**config.mk**
```make
export PLATFORM = sky130hd
export DESIGN_NAME = and_or_pipe
export DESIGN_NICKNAME = d
export VERILOG_FILES = /design/src/rtl/and_or_pipe.sv
export SDC_FILE = /design/constraint.sdc
export NUM_CORES = 1
export LEC_CHECK = 0
export ABC_CLOCK_PERIOD_IN_PS = 5700
export CAP_MARGIN = 20
export CORE_ASPECT_RATIO = 1.25
export CORE_UTILIZATION = 50
export CTS_CLUSTER_SIZE = 24
export DETAILED_ROUTE_END_ITERATION = 10
export DONT_BUFFER_PORTS = 1
export PLACE_DENSITY = 0.66
export RECOVER_POWER = 25
export SYNTH_ARGS = -nofsm -noshare
export SYNTH_HDL_FRONTEND = slang
export SYNTH_SLANG_ARGS = --single-unit
```
**constraint.sdc**
```tcl
create_clock -name clk -period 5.7 [get_ports clk]
set_input_delay 0.855 -clock clk [delete_from_list [all_inputs] [get_ports clk]]
set_output_delay 0.855 -clock clk [all_outputs]
set_load 0.02 [all_outputs]
```
**src/rtl/and_or_pipe.sv**
```systemverilog
// Two-stage valid/ready pipeline that computes a selectable bitwise AND/OR function
// of three operands and counts the results handed to the consumer.
module and_or_pipe #(
    parameter int unsigned WIDTH = 8,
    parameter int unsigned CNT_W = 16
) (
    input  logic             clk,
    input  logic             rst_n,
    input  logic [WIDTH-1:0] A,
    input  logic [WIDTH-1:0] B,
    input  logic [WIDTH-1:0] C,
    input  logic [1:0]       op,
    input  logic             in_valid,
    output logic             in_ready,
    output logic [WIDTH-1:0] Y,
    output logic             Y_any,
    output logic             out_valid,
    input  logic             out_ready,
    input  logic             cnt_clr,
    output logic [CNT_W-1:0] out_count
);

    localparam logic [1:0] OP_AND = 2'd0;
    localparam logic [1:0] OP_OR  = 2'd1;
    localparam logic [1:0] OP_AO  = 2'd2;
    localparam logic [1:0] OP_MAJ = 2'd3;

    logic             s1_valid;
    logic [WIDTH-1:0] s1_a;
    logic [WIDTH-1:0] s1_b;
    logic [WIDTH-1:0] s1_c;
    logic [1:0]       s1_op;

    logic             out_fire;
    logic             s2_load;
    logic             s1_move;
    logic             s1_load;
    logic [WIDTH-1:0] y_next;

    // Handshake steering: a stage may refill whenever its contents are leaving.
    always_comb begin
        out_fire = out_valid & out_ready;
        s2_load  = ~out_valid | out_ready;
        s1_move  = s1_valid & s2_load;
        s1_load  = ~s1_valid | s1_move;
        in_ready = ~s1_valid | ~out_valid | out_ready;
    end

    // Result function evaluated on the S1 operands.
    always_comb begin
        y_next = '0;
        case (s1_op)
            OP_AND:  y_next = s1_a & s1_b & s1_c;
            OP_OR:   y_next = s1_a | s1_b | s1_c;
            OP_AO:   y_next = (s1_a & s1_b) | s1_c;
            OP_MAJ:  y_next = (s1_a & s1_b) | (s1_b & s1_c) | (s1_a & s1_c);
            default: y_next = '0;
        endcase
    end

    // S1: operand capture.
    always_ff @(posedge clk or negedge rst_n) begin
        if (!rst_n) begin
            s1_valid <= 1'b0;
            s1_a     <= '0;
            s1_b     <= '0;
            s1_c     <= '0;
            s1_op    <= '0;
        end else if (s1_load) begin
            s1_valid <= in_valid;
            if (in_valid) begin
                s1_a  <= A;
                s1_b  <= B;
                s1_c  <= C;
                s1_op <= op;
            end
        end
    end

    // S2: result register; holds while the consumer stalls.
    always_ff @(posedge clk or negedge rst_n) begin
        if (!rst_n) begin
            out_valid <= 1'b0;
            Y         <= '0;
            Y_any     <= 1'b0;
        end else if (s2_load) begin
            out_valid <= s1_valid;
            if (s1_valid) begin
                Y     <= y_next;
                Y_any <= |y_next;
            end
        end
    end

    // Delivered-result counter; clear wins over a same-cycle transfer.
    always_ff @(posedge clk or negedge rst_n) begin
        if (!rst_n) begin
            out_count <= '0;
        end else if (cnt_clr) begin
            out_count <= '0;
        end else if (out_fire) begin
            out_count <= out_count + CNT_W'(1);
        end
    end

endmodule

```
Word level (Yosys, flattened, before mapping)
Cells that the tools add are included.
{"block": "classes", "reduce_logical": 5, "mux": 3, "n_addsub": 1, "n_bitwise": 17, "n_eq_ne": 3}
{"operator": "8-bit bitwise OR", "count": 5}
{"operator": "8-bit AND", "count": 4}
{"operator": "16-bit 2-to-1 mux", "count": 2}
{"operator": "8-bit one-hot mux with 4 select lines", "count": 1}
{"operator": "16-bit by 1-bit adder with 16-bit output, second input constant", "count": 1}
{"operator": "8-bit OR reduction", "count": 1}
{"operator": "2-bit equality test, second input constant", "count": 2}
{"operator": "1-bit bitwise OR", "count": 4}
{"operator": "2-bit AND reduction", "count": 2}
{"operator": "1-bit AND", "count": 2}
{"operator": "2-bit by 1-bit equality test with 1-bit output, second input constant", "count": 1}
{"operator": "2-bit logical NOT", "count": 1}
{"operator": "1-bit NOT", "count": 2}
{"operator": "2-bit nonzero test", "count": 1}
{"block": "word_totals", "input_bits": 31, "regBits": 53, "elab_cells": 38}

Depth between registers and ports, before layout
Gate-level depths: netlist (run 1).
{"block": "depth", "word_depth": 5, "mapped_depth": 8}

Least setup slack after synthesis (run 1)
Ideal clock, no wire load.
{"block": "synth_timing", "path_kind": "input -> register", "start": "input port out_ready", "end": "register s1_a[0]", "n_path_buf": 1, "path_stages": 4, "setup_slack_ps": 3551, "arrival_ps": 2024, "setup_ps": 125, "path_cell_list": "nand3b_1 > nand2_1 > buf_2 > mux2_2"}
{"block": "synth_via", "elab_chain_cells": 4}
{"element": "start: declaration", "line": "18", "source": "input logic out_ready,"}
{"element": "1-bit bitwise OR", "line": "43", "source": "s2_load = ~out_valid | out_ready;"}
{"element": "1-bit AND", "line": "44", "source": "s1_move = s1_valid & s2_load;"}
{"element": "1-bit bitwise OR", "line": "45", "source": "s1_load = ~s1_valid | s1_move;"}
{"element": "2-bit AND reduction (no source line)"}
{"element": "end signal: assignment", "line": "65", "source": "s1_a <= '0;"}
{"element": "end signal: assignment", "line": "72", "source": "s1_a <= A;"}
{"element": "end: declaration", "line": "29", "source": "logic [WIDTH-1:0] s1_a;"}
No other way between the ends.
A chain may end at the register's enable or synchronous reset.

Worst setup path in the final report (run 1)
{"block": "layout_timing", "start": "register s1_op[0]", "end": "register Y_any"}
{"block": "layout_via", "elab_chain_cells": 3}
{"element": "start: declaration", "line": "32", "source": "logic [1:0] s1_op;"}
{"element": "start signal: assignment", "line": "75", "source": "s1_op <= op;"}
{"element": "2-bit equality test, or another cell as far along", "line": "52", "source": "case (s1_op)"}
{"element": "8-bit one-hot mux with 4 select lines *", "line": "52"}
{"element": "8-bit OR reduction *", "line": "90", "source": "Y_any <= |y_next;"}
{"element": "end signal: assignment", "line": "90"}
{"element": "end: declaration", "line": "16", "source": "output logic Y_any,"}
Every way passes the cells marked *; elsewhere a longest branch is shown, timed or not.

==> results of run 1 <==
## sequential cells by signal, indices dropped and copies added (netlist names)
| signal | cells |
|---|---|
| out_count | 16 |
| Y | 8 |
| s1_a | 8 |
| s1_b | 8 |
| s1_c | 8 |
| s1_op | 2 |
| Y_any | 1 |
| out_valid | 1 |
| s1_valid | 1 |
## final timing paths
check	endpoint	slack (ns)	cells after the start
max in group asynchronous	s1_b[0]	5.36	0
setup / recovery	Y_any	3.60	7
min in group clk	s1_c[6]	0.51	1
setup reg to reg	Y_any	3.60	7
hold / removal	out_count[8]	0.23	0
hold reg to reg	s1_c[6]	0.51	1
## Yosys cell counts (3+ instances only)
master	number	area, sq um
sky130_fd_sc_hd__a21oi_1	12	60.1
sky130_fd_sc_hd__nand2b_1	4	25.0
sky130_fd_sc_hd__and4_1	5	43.8
sky130_fd_sc_hd__mux2_2	29	327
sky130_fd_sc_hd__xnor2_1	3	26.3
sky130_fd_sc_hd__xor2_1	9	78.8
sky130_fd_sc_hd__inv_1	3	11.3
sky130_fd_sc_hd__ha_1	4	50.1
sky130_fd_sc_hd__nor2_1	18	67.6
sky130_fd_sc_hd__clkbuf_1	4	15.0
sky130_fd_sc_hd__buf_2	4	20.0
sky130_fd_sc_hd__dfrtp_1	53	1330
sky130_fd_sc_hd__o22ai_1	6	37.5
sky130_fd_sc_hd__nand3_1	6	30.0
sky130_fd_sc_hd__or3_1	4	25.0
sky130_fd_sc_hd__o21ai_0	10	50.1
sky130_fd_sc_hd__nand4_1	6	37.5
sky130_fd_sc_hd__a22oi_1	8	60.1
sky130_fd_sc_hd__nand2_1	21	78.8
## cell type report
type | count | area, sq um
fillers | 416 | 2120
clock buffers | 6 | 82.6
clock inverters | 2 | 13.8
repair buffers | 1 | 27.5
well taps | 60 | 75.1
multi-input cells | 164 | 1140
flip-flops and latches | 53 | 1330
inverters | 3 | 11.3
## routing by layer
layer  track usage (%)  up-vias  routed length [um]
met4              6.52        0                  65
met5                 0        -                   0
li1                  -      818                   -
met2              32.9       59                2390
met1              22.1      820                1970
met3              7.02        6                 352
## power breakdown
part           switching [mW]  internal [mW]
logic                  0.0783         0.0826
registers              0.0845          0.430
clock network           0.125         0.0988
total                   0.288          0.611
## cell families (layout without fill, tap and decap cells)
logic type	Yosys count	after routing	share of synthesized area, %
mux	29	29	13.0
xor+xnor	12	12	4.18
simple gates	76	76	15.5
flops	53	53	52.8
fa+ha+maj	5	5	2.39
buf+inv	11	12	1.84
compound gates	42	42	10.3
## metrics by stage
| step | power (mW) | area [sq um] | utilization (%) | hold slack, ns | worst slack, ns |
|---|---|---|---|---|---|
| after floorplan | 0.640 | 2510 | - | 0.479 | 3.55 |
| after global placement | 0.673 | 2550 | 53.2 | 0.489 | 3.10 |
| after detailed placement | 0.680 | 2550 | 53.2 | 0.497 | 3.06 |
| after CTS | 0.902 | 2650 | 55.2 | 0.221 | 3.35 |
| after global routing | 0.949 | 2680 | 55.8 | 0.204 | 3.48 |
| final | 0.899 | 2680 | 55.8 | 0.227 | 3.60 |
==> run metrics, run 1 <==
setup fix buffers added after clock tree synthesis 0; Max Cap Viol 0; hold violation total from the final report 0; RSZ-0062 raised after global routing false; wire length of the first global-routing pass 7.71 mm; proportion of synthesized chip area in sequential cells 52.8%; CTS root buffer sky130_fd_sc_hd__clkbuf_8; final weighted congestion in routability-driven placement 0.696; Tmin final 2.10 ns; Clock Pin Slew Worst Setup and Hold Paths 0.10 ns; count of different cell masters after synthesis 34; synthesized netlist cell count 228; core area 0.00480 sq mm; PortBufs 0; maximum fanout along the worst path 10; Warnings, synthesis 0; maximum buffer depth of the clock tree 2; Buffers & Inverters on Critical Path 1; hold bufs inserted after CTS 0; Power Density 336 mW/mm^2; sum of negative setup slack 0 ns; remaining antenna violation count 0; die height 81.3 um; maximum number of pins on one net before global-route repair 54; total standard cell area after synthesis 0.00251 sq mm; WS Path Type flip-flop to flip-flop; worst-case vdd ir drop 185 uV; Final setup viols 0; Critical Path Source s1_op[0]; highest-count cells in the layout ignoring fill and taps 53 x sky130_fd_sc_hd__dfrtp_1, 29 x sky130_fd_sc_hd__mux2_2, 21 x sky130_fd_sc_hd__nand2_1, 18 x sky130_fd_sc_hd__nor2_1, 12 x sky130_fd_sc_hd__a21oi_1; Clk Latency, worst-skew pair 0.31 ns; number of ports placed on the die boundary 58; clock skew after layout 0.0128 ns; number of cells in the design after placement 280; number of search-and-repair iterations in the first detailed-routing pass 4; Tot GR Track Use 19.2%; quantity of gates resized following cts 0; relative area change from synthesis to final layout 6.52%; endpoint arrival time on the critical path 2.28 ns; Congestion Overflow GR 0; Die Span X 65.4 um; Worst Max-Slew Pin Slew 0.432 ns; Setup crit end kind flip-flop; total via count after detailed routing 1703; worst relative slew slack 71.2%; CTS buffer count 5; Synthesized Nets 263; Nets 263; antenna cells 0; clk sinks 53; post-route fraction of the period consumed by the critical path 36.8%; cell family with most CP delay compound AO/OA/AOI/OAI gates; number of levels in the clock H-tree 2; leakage power total 1.13 nW; num rows 28; mean routed wirelength per cell 16.5 um; remaining design rule violation count 0; delay of the slowest critical-path stage 0.43 ns; layout cell share with drive strength beyond 1 17.9%; top flip-flop cell by instance count after synthesis sky130_fd_sc_hd__dfrtp_1; fraction of registers with async set/reset 100%; crit-path cells inv_1, ha_1, and2b_1, o22ai_1, nand2_1, o41ai_1, a41oi_1; number of antenna violations at the first check in global routing 0; result of the run completed; startpoint of the worst-slack reg-to-reg timing path s1_op[0]; CTS tree done; final routed wirelength across all metal layers 4.78 mm; highest clock frequency the design can meet 477 MHz; total of flip-flops plus latches after synthesis 53; vias in the first global route 1692; die area 0.00531 sq mm; drt via density 5.89; effective utilization at floorplan 52.3%; number of enable-type register cells in the synthesized netlist 0; final cell count without fillers 289; Critical Path Start Type flip-flop; HPWL Detailed 3.36 mm; most common cell after layout, fill and taps aside sky130_fd_sc_hd__dfrtp_1; cell with the largest stage delay on the worst path sky130_fd_sc_hd__ha_1; classification of the worst-slack hold path input port to async pin; syn_area_per_cell 11.0 sq um; final slew viol count 0; number of violations reported at the end of detailed-routing iteration 0 58; required time of the critical path 5.88 ns
(Power assumes the default switching activity.)
==> inputs of run 2 (changes only) <==
ABC_AREA = 1   (was default)
ABC_CLOCK_PERIOD_IN_PS = 2200   (was 5700)
clock period = 2.2 ns   (was 5.7 ns; I/O delays follow)
==> run 2 against run 1 <==
Power rose to 2.9 times the previous value. Maximum frequency increased by 22%. Register-to-register slack lost 3.1 ns. Cell count up 34%. Die area up 4.9%. Synthesized cell count up 40%. Clock skew shrank 0.0053 ns. Clock power grew to 3.4 times the previous value. Largest cell class unchanged. Sequential power grew to 2.6 times the previous value.
==> run metrics, run 2 <==
drt via density 5.35 (-9.2%); fraction of power spent switching nets 32.1% (+0.10 points); RSZ-0062 raised after global routing false; most common library cells after synthesis 69 x sky130_fd_sc_hd__nand2_1, 57 x sky130_fd_sc_hd__nor2_1, 53 x sky130_fd_sc_hd__dfrtp_1, 34 x sky130_fd_sc_hd__inv_1, 28 x sky130_fd_sc_hd__a21oi_1; remaining antenna violation count 0 (unchanged); wire length of the first global-routing pass 8.63 mm (+12%); area of all placed cells without fillers 0.00286 sq mm (+6.9%); CTS tree done; delay of the slowest critical-path stage 0.49 ns (+0.06 ns); Synthesized Nets 354 (+35%); crit-path cells inv_1, ha_1, inv_1, nand3_1, nand2_1, nor2_1, nand2_1, nor2_1, nor2_1; highest clock frequency the design can meet 583 MHz (+22%); Largest register FFs 16 (unchanged); Filler Cell Count 478 (+15%); Tot GR Track Use 20.5% (+1.3 points); mean routed wirelength per cell 13.6 um (-18%); worst setup slack for register-to-register paths 0.49 ns (-3.12 ns); peak-usage layer in the global routing report met2; net switching power figure 0.838 mW (+190%); sum of negative setup slack 0 ns (unchanged); final weighted congestion in routability-driven placement 0.762 (+9.5%); number of ports placed on the die boundary 58 (unchanged); count of different cell masters after synthesis 27 (-21%); maximum buffer depth of the clock tree 2 (unchanged); Clock Pin Slew Worst Setup and Hold Paths 0.10 ns (about the same); number of enable-type register cells in the synthesized netlist 0 (unchanged); num rows 29 (+3.6%); vias in the first global route 1945 (+15%); number of antenna violations at the first check in global routing 0 (unchanged); total of flip-flops plus latches after synthesis 53 (unchanged); hold violation total from the final report 0 (unchanged); hold bufs inserted after CTS 2 (+2); most common cell in the netlist sky130_fd_sc_hd__nand2_1; die height 83.2 um (+2.4%); syn_area_per_cell 8.27 sq um (-25%); antenna cells 0 (unchanged); Nets 358 (+36%); relative area change from synthesis to final layout 8.39%; number of levels in the clock H-tree 2 (unchanged); Core Util, Final 56.3% (+0.54 points); WS Path Type flip-flop to flip-flop; clock skew after layout 0.00748 ns (-0.00531 ns); number of violations reported at the end of detailed-routing iteration 0 67 (+16%); core area 0.00508 sq mm (+5.8%); endpoint arrival time on the critical path 1.92 ns (-0.36 ns); clk sinks 53 (unchanged); Final setup viols 0 (unchanged); CTS root buffer sky130_fd_sc_hd__clkbuf_8; Biggest register out_count; layout cell share with drive strength beyond 1 9.26% (-8.6 points); cell with the largest stage delay on the worst path sky130_fd_sc_hd__ha_1; cell occurring most often along the worst timing path sky130_fd_sc_hd__nor2_1; most common cell after layout, fill and taps aside sky130_fd_sc_hd__nand2_1; leakage power total 1.42 nW (+26%); maximum number of pins on one net before global-route repair 54 (unchanged); required time of the critical path 2.41 ns (-3.47 ns); met1 demand-to-capacity share in global routing 23.3% (+1.2 points); combinational share of power 19.5% (+1.6 points); Max Cap Viol 0 (unchanged); Clk network pwr share 29.3% (+4.4 points); total via count after detailed routing 2066 (+21%); M2 GR Usage 35.9% (+3.0 points); PortBufs 0 (unchanged); worst-case vdd ir drop 458 uV (+150%); quantity of gates resized following cts 0 (unchanged); Warnings, synthesis 0 (unchanged); proportion of synthesized chip area in sequential cells 50.3% (-2.5 points); Setup crit end kind flip-flop; post-synth top area cell sky130_fd_sc_hd__dfrtp_1; setup fix buffers added after clock tree synthesis 0 (unchanged); Worst Max-Slew Pin Slew 1.31 ns (+0.874 ns); worst relative slew slack 12.9% (-58 points); Synth area leaders sky130_fd_sc_hd__dfrtp_1 50%, sky130_fd_sc_hd__nand2_1 9.8%, sky130_fd_sc_hd__nor2_1 8.1%; Flop pwr share 51.3% (-5.9 points); top flip-flop cell by instance count after synthesis sky130_fd_sc_hd__dfrtp_1; maximum fanout along the worst path 14 (+4); HPWL Detailed 3.75 mm (+12%); Critical Path Start Type flip-flop; Congestion Overflow GR 0 (unchanged); CTS buffer count 5 (unchanged); final slew viol count 0 (unchanged); result of the run completed; share of the synthesized area in the top cell type 50.3% (-2.5 points); post-route fraction of the period consumed by the critical path 77.9% (+41 points); highest-count cells in the layout ignoring fill and taps 69 x sky130_fd_sc_hd__nand2_1, 57 x sky130_fd_sc_hd__nor2_1, 53 x sky130_fd_sc_hd__dfrtp_1, 34 x sky130_fd_sc_hd__inv_1, 28 x sky130_fd_sc_hd__a21oi_1; synthesized netlist cell count 319 (+40%); fraction of registers with async set/reset 100% (unchanged); final routed wirelength across all metal layers 5.23 mm (+9.5%); classification of the worst-slack hold path input port to flip-flop; Int Power 1.77 mW (+190%); met3 Track Usage GR 5.77% (-1.3 points); Tmin final 1.71 ns (-0.383 ns); remaining design rule violation count 0 (unchanged); number of search-and-repair iterations in the first detailed-routing pass 4 (unchanged); effective utilization at floorplan 51.9% (-0.40 points); post-placement cell area 0.00271 sq mm (+6.2%); total standard cell area after synthesis 0.00264 sq mm (+5.0%); Power Density 912 mW/mm^2 (+170%); Die Span X 67.0 um (+2.4%); die area 0.00557 sq mm (+4.9%); Clk Latency, worst-skew pair 0.31 ns (about the same)
[run 2: changes by cell type in the layout (fill, tap and decap cells not counted), moves of 6 or more]
cell                      delta
sky130_fd_sc_hd__nor2_1     +39
sky130_fd_sc_hd__nand2_1    +48
sky130_fd_sc_hd__inv_1      +31
sky130_fd_sc_hd__o22ai_1     -6
sky130_fd_sc_hd__a22oi_1     -8
sky130_fd_sc_hd__a21oi_1    +16
sky130_fd_sc_hd__mux2_2     -17
sky130_fd_sc_hd__xor2_1      -9
sky130_fd_sc_hd__a31oi_1     +7
[run 2: worst paths after layout]
| kind | start | endpoint | depth (start not counted) |
|---|---|---|---|
| setup / recovery | s1_op[0] | Y_any | 9 |
| hold / removal | cnt_clr | out_count[5] | 1 |
| setup reg to reg | s1_op[0] | Y_any | 9 |
| hold reg to reg | s1_c[7] | s1_c[7] | 2 |
| max in group asynchronous | rst_n | out_count[13] | 2 |
| min in group asynchronous | rst_n | out_count[9] | 2 |
[run 2: metal layers]
layer	wire length, um	vias to the layer above	share of wire [%]
met5	0	-	0
met4	73	0	1.4
met3	322	5	6.2
met2	2760	49	53
met1	2080	971	40
li1	-	1041	-
[run 2: critical path, delay by kind of cell (launching register included)]
| kind | cells | cell delay (ns) |
|---|---|---|
| adder cells (fa/ha/maj) | 1 | 0.49 |
| AND/OR/NAND/NOR | 6 | 0.47 |
| flip-flops | 1 | 0.39 |
| buffers and inverters | 2 | 0.27 |
[run 2: area by class of cell]
type	instances	area, sq um	area share, %
clock buffers	5	68.8	2.41
clock inverters	3	65.1	2.27
inverters	34	128	4.46
multi-input cells	225	1150	40.3
flip-flops and latches	53	1330	46.4
well taps	62	77.6	2.71
repair buffers	4	42.5	1.49
[run 2: cells by family after synthesis]
logic type,share of synthesized area [%]
AO/OA/AOI/OAI,11.3
adder cells (fa/ha/maj),1.90
buffers and inverters,6.07
flip-flops,50.3
AND/OR/NAND/NOR,25.3
multiplexers,5.12
[run 2: through the flow]
step,hold slack (ns),setup slack [ns],cells,power (mW)
2_1_floorplan,0.0344,0.542,319,1.72
3_3_place_gp,0.0357,0.502,376,1.83
3_5_place_dp,0.0355,0.486,376,1.85
4_1_cts,0.0815,0.470,386,2.64
5_1_grt,0.0715,0.241,386,2.78
6_report,0.0879,0.486,386,2.61
[run 2: power by group through the flow]
stage               registers (mW)  clock network [mW]  logic, mW
finish                        1.34               0.763      0.508
global route                  1.36               0.821      0.598
CTS                           1.34               0.786      0.518
detailed placement            1.36                   0      0.489
global placement              1.35                   0      0.478
floorplan                     1.32                   0      0.408
